==> src/rtl/mips_pkg.sv <==
// mips_pkg: opcode, funct and ALU-op constants shared by the MIPS functional units.
package mips_pkg;
  localparam logic [5:0] OP_RTYPE = 6'b000000;
  localparam logic [5:0] OP_LW    = 6'b100011;
  localparam logic [5:0] OP_SW    = 6'b101011;
  localparam logic [5:0] OP_BEQ   = 6'b000100;
  localparam logic [5:0] OP_BNE   = 6'b000101;
  localparam logic [5:0] OP_ADDI  = 6'b001000;
  localparam logic [5:0] OP_SLTI  = 6'b001010;
  localparam logic [5:0] OP_J     = 6'b000010;

  localparam logic [5:0] FN_ADD = 6'b100000;
  localparam logic [5:0] FN_SUB = 6'b100010;
  localparam logic [5:0] FN_AND = 6'b100100;
  localparam logic [5:0] FN_OR  = 6'b100101;
  localparam logic [5:0] FN_XOR = 6'b100110;
  localparam logic [5:0] FN_NOR = 6'b100111;
  localparam logic [5:0] FN_SLT = 6'b101010;

  localparam logic [3:0] ALU_AND = 4'd0;
  localparam logic [3:0] ALU_OR  = 4'd1;
  localparam logic [3:0] ALU_ADD = 4'd2;
  localparam logic [3:0] ALU_SUB = 4'd6;
  localparam logic [3:0] ALU_SLT = 4'd7;
  localparam logic [3:0] ALU_NOR = 4'd12;
  localparam logic [3:0] ALU_XOR = 4'd13;
endpackage

==> src/rtl/mips_dmem.sv <==
// mips_dmem: word-addressed data memory, combinational read, clocked write, async clear.
module mips_dmem #(
  parameter int NMEM = 32
) (
  input  logic        clk,
  input  logic        rst,
  input  logic [31:0] addr,
  input  logic        rd,
  input  logic        wr,
  input  logic [31:0] wdata,
  output logic [31:0] rdata
);
  localparam int AW = $clog2(NMEM);
  logic [31:0]   mem [NMEM];
  logic [AW-1:0] idx;
  // Truncating the shifted address drops the byte offset and wraps high bits.
  assign idx = AW'(addr >> 2);
  assign rdata = rd ? mem[idx] : 32'd0;
  always_ff @(posedge clk or posedge rst)
    if (rst)
      for (int i = 0; i < NMEM; i++) mem[i] <= 32'd0;
    else if (wr)
      mem[idx] <= wdata;
endmodule

==> src/rtl/mips_func_units.sv <==
// mips_func_units: ID decode control, EX ALU and MEM data memory of the 5-stage MIPS pipeline.
import mips_pkg::*;
module mips_func_units #(
  parameter int NMEM = 32
) (
  input  logic        clk,
  input  logic        rst,
  input  logic [5:0]  opcode,
  input  logic [5:0]  funct,
  output logic        regdst,
  output logic        branch_eq,
  output logic        branch_ne,
  output logic        memread,
  output logic        memwrite,
  output logic        memtoreg,
  output logic        regwrite,
  output logic        alusrc,
  output logic        jump,
  output logic [3:0]  aluctl,
  input  logic [3:0]  alu_op,
  input  logic [31:0] alu_a,
  input  logic [31:0] alu_b,
  output logic [31:0] alu_out,
  output logic        alu_zero,
  input  logic [31:0] mem_addr,
  input  logic        mem_rd,
  input  logic        mem_wr,
  input  logic [31:0] mem_wdata,
  output logic [31:0] mem_rdata
);
  always_comb begin
    regdst    = 1'b0;
    branch_eq = 1'b0;
    branch_ne = 1'b0;
    memread   = 1'b0;
    memwrite  = 1'b0;
    memtoreg  = 1'b0;
    regwrite  = 1'b0;
    alusrc    = 1'b0;
    jump      = 1'b0;
    aluctl    = ALU_ADD;
    case (opcode)
      OP_RTYPE: begin
        // Unknown funct (including the NOP word) leaves every control low.
        case (funct)
          FN_ADD:  aluctl = ALU_ADD;
          FN_SUB:  aluctl = ALU_SUB;
          FN_AND:  aluctl = ALU_AND;
          FN_OR:   aluctl = ALU_OR;
          FN_XOR:  aluctl = ALU_XOR;
          FN_NOR:  aluctl = ALU_NOR;
          FN_SLT:  aluctl = ALU_SLT;
          default: aluctl = ALU_ADD;
        endcase
        regdst   = funct inside {FN_ADD, FN_SUB, FN_AND, FN_OR, FN_XOR, FN_NOR, FN_SLT};
        regwrite = regdst;
      end
      OP_LW: begin
        alusrc   = 1'b1;
        memread  = 1'b1;
        memtoreg = 1'b1;
        regwrite = 1'b1;
      end
      OP_SW: begin
        alusrc   = 1'b1;
        memwrite = 1'b1;
      end
      OP_BEQ: begin
        branch_eq = 1'b1;
        aluctl    = ALU_SUB;
      end
      OP_BNE: begin
        branch_ne = 1'b1;
        aluctl    = ALU_SUB;
      end
      OP_ADDI: begin
        alusrc   = 1'b1;
        regwrite = 1'b1;
      end
      OP_SLTI: begin
        alusrc   = 1'b1;
        regwrite = 1'b1;
        aluctl   = ALU_SLT;
      end
      OP_J:    jump = 1'b1;
      default: aluctl = ALU_ADD;
    endcase
  end

  always_comb begin
    case (alu_op)
      ALU_AND: alu_out = alu_a & alu_b;
      ALU_OR:  alu_out = alu_a | alu_b;
      ALU_ADD: alu_out = alu_a + alu_b;
      ALU_SUB: alu_out = alu_a - alu_b;
      ALU_SLT: alu_out = ($signed(alu_a) < $signed(alu_b)) ? 32'd1 : 32'd0;
      ALU_NOR: alu_out = ~(alu_a | alu_b);
      ALU_XOR: alu_out = alu_a ^ alu_b;
      default: alu_out = 32'd0;
    endcase
  end
  assign alu_zero = (alu_out == 32'd0);

  mips_dmem #(.NMEM(NMEM)) u_dmem (
    .clk   (clk),
    .rst   (rst),
    .addr  (mem_addr),
    .rd    (mem_rd),
    .wr    (mem_wr),
    .wdata (mem_wdata),
    .rdata (mem_rdata)
  );
endmodule

==> config.mk <==
export PLATFORM = sky130hd
export DESIGN_NAME = mips_func_units
export DESIGN_NICKNAME = d
export VERILOG_FILES = /design/src/rtl/mips_pkg.sv /design/src/rtl/mips_dmem.sv /design/src/rtl/mips_func_units.sv
export SDC_FILE = /design/constraint.sdc
export NUM_CORES = 2
export LEC_CHECK = 0
export ABC_AREA = 1
export BUFFER_PORTS_ARGS = -buffer_cell sky130_fd_sc_hd__buf_2
export CORE_MARGIN = 3
export CORE_UTILIZATION = 30
export DETAILED_ROUTE_END_ITERATION = 6
export SLEW_MARGIN = 20
export SYNTH_ARGS = -nofsm -noshare
export SYNTH_HDL_FRONTEND = slang
export SYNTH_SLANG_ARGS = --single-unit
==> constraint.sdc <==
create_clock -name clk -period 29.8 [get_ports clk]
set_clock_uncertainty 0.15 [all_clocks]
set_input_delay 0 -clock clk [delete_from_list [all_inputs] [get_ports clk]]
set_output_delay 0 -clock clk [all_outputs]
set_load 0.05 [all_outputs]
Yosys cells after proc, flatten, opt, wreduce, memory -nomap -nowiden. Index checks and enable logic that the tools add are counted.

Muxes and demuxes: 19. Eq/ne operators: 20. $lt $le $gt $ge: 3. Reductions and logical operators: 8. Add/sub/neg operators: 2. Bitwise logic cells: 5.

Operator list (count): $bwmux 1024 (1); $pmux 32 s7 (1); $bmux 32 s5 (1); $demux 32 s5 (1); $mux 32 (4); $eq 6x6->1 const B (9); $add 32x32->32 (1); $and 32x32->32 (1); $logic_not 32->1 (1); $lt 32x32->1 (1); $not 32->32 (1); $or 32x32->32 (1); $sub 32x32->32 (1); $xor 32x32->32 (1); $pmux 4 s6 (1); $eq 6x3->1 const B (2); $eq 6x4->1 const B (2); $pmux 4 s3 (1); $eq 4x3->1 const B (2); $eq 4x4->1 const B (2); $mux 1 (8); $reduce_bool 7->1 (1); $eq 6x2->1 const B (1); $ge 6x6->1 const B (1); other kinds (11) (11).

Output and inout bits: 78. Bits in registers: 1024. Input bits: 148. Logic and storage cells: 89.

Depth between registers and ports, before layout.
Word-level depth: 6. Mapped depth: 22. Mapped depth without buffers: 21.

Cells and area by module. A second synthesis with hierarchy kept.

Cells, all modules: 7855. Area, all modules: 54546.1 sq um.

Modules (own cells, without submodules): mips_dmem (sequential area each 25624.6 sq um, cells each 6434, area an instance 47476.8 sq um, instances 1); mips_func_units (sequential area each 0.0 sq um, cells each 1421, area an instance 7069.3 sq um, instances 1).

Worst setup path after synthesis. Ideal clock, no wire load.

Kind: input to output. From: input port opcode[5]. To: output port aluctl[2]. Path buffers: 0. Arrival time: 2.599 ns. Setup slack: 27.051 ns. Data required time: 29.650 ns. Stages: 7. Cell sequence: nor2_1 > nand2_1 > nor3_1 > inv_1 > nor4_1 > a21oi_1 > nand3_1.

Longest elaborated chain between the ends: 3. Elaborated cells on any way between the ends: 6. Those cells by class: eq/ne (3); mux (1); reduce/logical (2).

RTL lines: from (decl) (line mips_func_units.sv:8) `input logic [5:0] opcode,`; $eq 6x3->1 (line mips_func_units.sv:42) `case (opcode)`; $reduce_or 2->1 (no source line); $pmux 4 s3 (*) (line mips_func_units.sv:42); to (decl) (line mips_func_units.sv:19) `output logic [3:0] aluctl,`.

Mark *: on every way between the ends. The rest lies on a longest branch, timed or not.

==> impl_results.md <==
- Status: completed
- Register bit count reported by yosys: around 1,000
- Vias in the first global route: 43,600
- Number of maximum-capacitance violations: 0
- Relative area change from synthesis to final layout: 12.4%
- Power density of the placed cells: around 65 mW/mm^2
- Placed wire-length estimate after detailed placement: between 100,000 and 150,000 um
- Critical R2R Capture: u_dmem.mem[256]$_DFFE_PP0P_
- Clock tree from TritonCTS: built
- Total grt overflow: 0
- Width of the die: approximately 420 um
- Final-report hold violation count: 0
- Cell-internal power: approximately 2.6 mW
- Proportion of total power due to net switching: 0.297
- Share of the cycle needed by the critical path after routing: 0.157
- Worst Path Max Fanout: ~180
- Max Buffers Root-to-Sink: 3
- Cts bufs inserted: between 100 and 150
- Switching power: between 1 and 1.5 mW
- Category of the worst setup path launch point: primary input
- Clock latency of the later-clocked register in the worst-skew pair: between 0.6 and 0.7 ns
- Worst R2R Setup Slack: ~28 ns
- Most numerous cell types in the synthesized netlist: sky130_fd_sc_hd__nand2_1 (1,563), sky130_fd_sc_hd__dfrtp_1 (1,024), sky130_fd_sc_hd__o21ai_0 (931)
- Cell seen most often among critical-path stages: sky130_fd_sc_hd__buf_4
- Floorplan die height: 420 um
- Number of standard-cell rows in the floorplan: 151
- Data arrival time of the critical path: 5.22 ns
- Most common cell in the synthesized netlist: sky130_fd_sc_hd__nand2_1
- CP required: 30.32 ns
- Share of final-layout standard cells stronger than drive strength 1: 0.0847
- Biggest area consumer among synthesized cells: sky130_fd_sc_hd__dfrtp_1
- Critical Path Max Stage Delay: ~0.87 ns
- Routability congestion estimate: 0.949
- Pleak: 27.3 nW
- Hold Path Origin: mem_wdata[27]
- Total number of yosys warnings: 0
- Final Max Slew Viols: 0
- PortBufs: approximately 200
- Post-synth EDFFs: 0
- F_max: 0.213 GHz
- Proportion of netlist area held by the largest area contributor: 0.498
- Antenna Violating Nets Remaining: 0
- Clk pin slew, worst setup/hold paths: around 0.060 ns
- Tightest Hold Check Type: in2reg
- Max rail drop VDD: 58.2 uV
- Clock network fraction of total power: 0.348
- Fillers: ~18,000
- Startpoint of the worst register-to-register path: u_dmem.mem[256]$_DFFE_PP0P_
- Maximum number of pins on one net before global-route repair: around 190
- Initial core utilization: 0.303
- Start-to-end type of the worst setup path: in2async
- Share of flip-flops with an asynchronous set or reset: 1.00
- Wire length of the first global-routing pass: between 200,000 and 300,000 um
- Share of the core filled with cells: 0.340
- Number of flip-flops under the largest register name: between 1,000 and 1,500
- Drt first pass iters: 6
- Total Neg Setup Slack: 0 ns
- Largest cells by area after synthesis: sky130_fd_sc_hd__dfrtp_1 (50%), sky130_fd_sc_hd__nand2_1 (11%), sky130_fd_sc_hd__o21ai_0 (9.1%)
- Combined area of all synthesized cells: 0.0514 mm^2
- Sum of routed wire length over all layers: roughly 180,000 um
- Remaining DRCs: 0
- Total vias in the final route: about 46,000
- Cell with the largest stage delay on the worst path: sky130_fd_sc_hd__buf_4
- Synthesized area per cell: ~8.1 um^2
- Fin nets: between 6,000 and 7,000
- Predominant post-synthesis flop cell: sky130_fd_sc_hd__dfrtp_1
- Hold Path Cell Cnt: 4
- Top-level I/O count: 226
- Unrepaired setup endpoints after global routing: no
- Power share of the combinational group: 0.176
- Largest Register: u_dmem.mem
- Number of cell instances on the worst register-to-register path: 3
- Element type at the critical path end: asynchronous set/reset pin
- Overall die area: between 0.15 and 0.2 mm^2
- Biggest regs: u_dmem.mem (1024)
- Final worst path period need: around 4.7 ns
- Buffer type at the clock tree root: sky130_fd_sc_hd__clkbuf_16
- DRC marker count from the first detailed-route iteration: around 5,400
- Cell-by-cell trace of the critical path: dlygate4sd3_1, buf_2, dlygate4sd3_1, inv_8, buf_4, buf_4, buf_12, buf_4
- Number of cells produced by synthesis: approximately 6,400
- Wirelength per Cell: 21.1 um
- Total nets after synthesis: around 6,600
- Post-CTS Resized: 0
- Detail-routed via count per cell: 5.35
- Seq/Total Area, Yosys: 0.498
- Remaining max-slew budget at the tightest pin: 0.234
- Slew @ Worst Pin: roughly 1.1 ns
- Total number of clock tree sinks: roughly 1,000
- Total track usage: 0.199
- Endpoint of the worst hold path: u_dmem.mem[283]$_DFFE_PP0P_
- Number of distinct library cell variants in the gate-level netlist after synthesis: between 40 and 50
- Number of antenna violations at the first check in global routing: 17
- Htree depth: 3
- Fraction of power consumed by sequential logic: 0.476
- Final setup fails: 0
- Core area: approximately 0.17 mm^2
[critical path: cells and delay by family]
| kind | cells | cell delay, ns |
|---|---|---|
| buffers and inverters | 8 | 4.93 |
[layout make-up]
| class | count | area, um^2 | share of cell area |
|---|---|---|---|
| inverter | 460 | 1740 | 0.0301 |
| multi-input combinational | 4354 | 22200 | 0.384 |
| timing repair buffer | 315 | 2070 | 0.0358 |
| clock buffer | 161 | 3110 | 0.0538 |
| antenna | 4 | 10.0 | 0.000173 |
| clock inverter | 24 | 264 | 0.00457 |
| sequential | 1024 | 25600 | 0.443 |
| tap | 2218 | 2780 | 0.0480 |
[logic make-up after synthesis]
kind of cell	Yosys count	share of synthesized area
and+or+nand+nor	2609	0.216
AOI/OAI and AO/OA	1643	0.187
DFF	1024	0.498
buffers and inverters	974	0.0738
adders and majority gates	100	0.0246
xor gates and xnor gates	2	0.000341
[placed cells by master (no fill, tap or decap), drive strengths merged, types with 104 or more instances in the layout]
| cell | Yosys | routed |
|---|---|---|
| dfrtp | 1024 | 1024 |
| a21oi | 104 | 104 |
| nor2 | 239 | 239 |
| o21ai | 1028 | 1028 |
| clkbuf | 417 | 162 |
| nand3 | 716 | 716 |
| buf | 97 | 267 |
| inv | 458 | 459 |
| nand2 | 1574 | 1574 |
| a22oi | 256 | 256 |
[how the worst max path moves through the flow]
stage,startpoint,to,slack (ns)
global placement,mem_addr[2],u_dmem.mem[49]$_DFFE_PP0P_,25.30
floorplan,rst,u_dmem.mem[0]$_DFFE_PP0P_,0.83
global route,rst,u_dmem.mem[97]$_DFFE_PP0P_,24.47
CTS,rst,u_dmem.mem[896]$_DFFE_PP0P_,24.85
detailed placement,mem_addr[2],u_dmem.mem[58]$_DFFE_PP0P_,25.25
finish,rst,u_dmem.mem[608]$_DFFE_PP0P_,25.11
[metal layers]
metal | routed length (um) | GRT usage | vias to the layer above
li1 | - | - | 21200
met1 | 78100 | 0.270 | 22500
met2 | 84600 | 0.330 | 1857
met3 | 12400 | 0.0249 | 323
met4 | 5560 | 0.0649 | 2
met5 | 11 | 0 | -
[power by group through the flow]
stage / logic (mW) / clock network [mW] / registers, mW
final: 0.662 / 1.31 / 1.79
after global routing: 0.754 / 1.38 / 1.82
after CTS: 0.661 / 1.33 / 1.79
after detailed placement: 0.653 / 0 / 1.81
after global placement: 0.637 / 0 / 1.80
after floorplan: 0.486 / 0 / 1.79
[per-stage QoR]
step	hold slack (ns)	setup WS, ns	cells	power (mW)	cell area (um^2)
finish	0.0185	25.11	8560	3.76	57800
global route	0.0505	24.47	8559	3.96	57800
CTS	0.00141	24.85	8555	3.78	57800
detailed placement	-0.0115	25.25	8323	2.46	53900
global placement	-0.00401	25.30	8323	2.43	53900
floorplan	-0.0290	0.834	6352	2.27	51400
[what timing repair did]
action                    4_1_cts  5_1_grt
hold buffers                   47        0
hold endpoints to repair     1047        0
buffers inserted                0        0
Note: power is estimated with default switching activity, not from simulation.
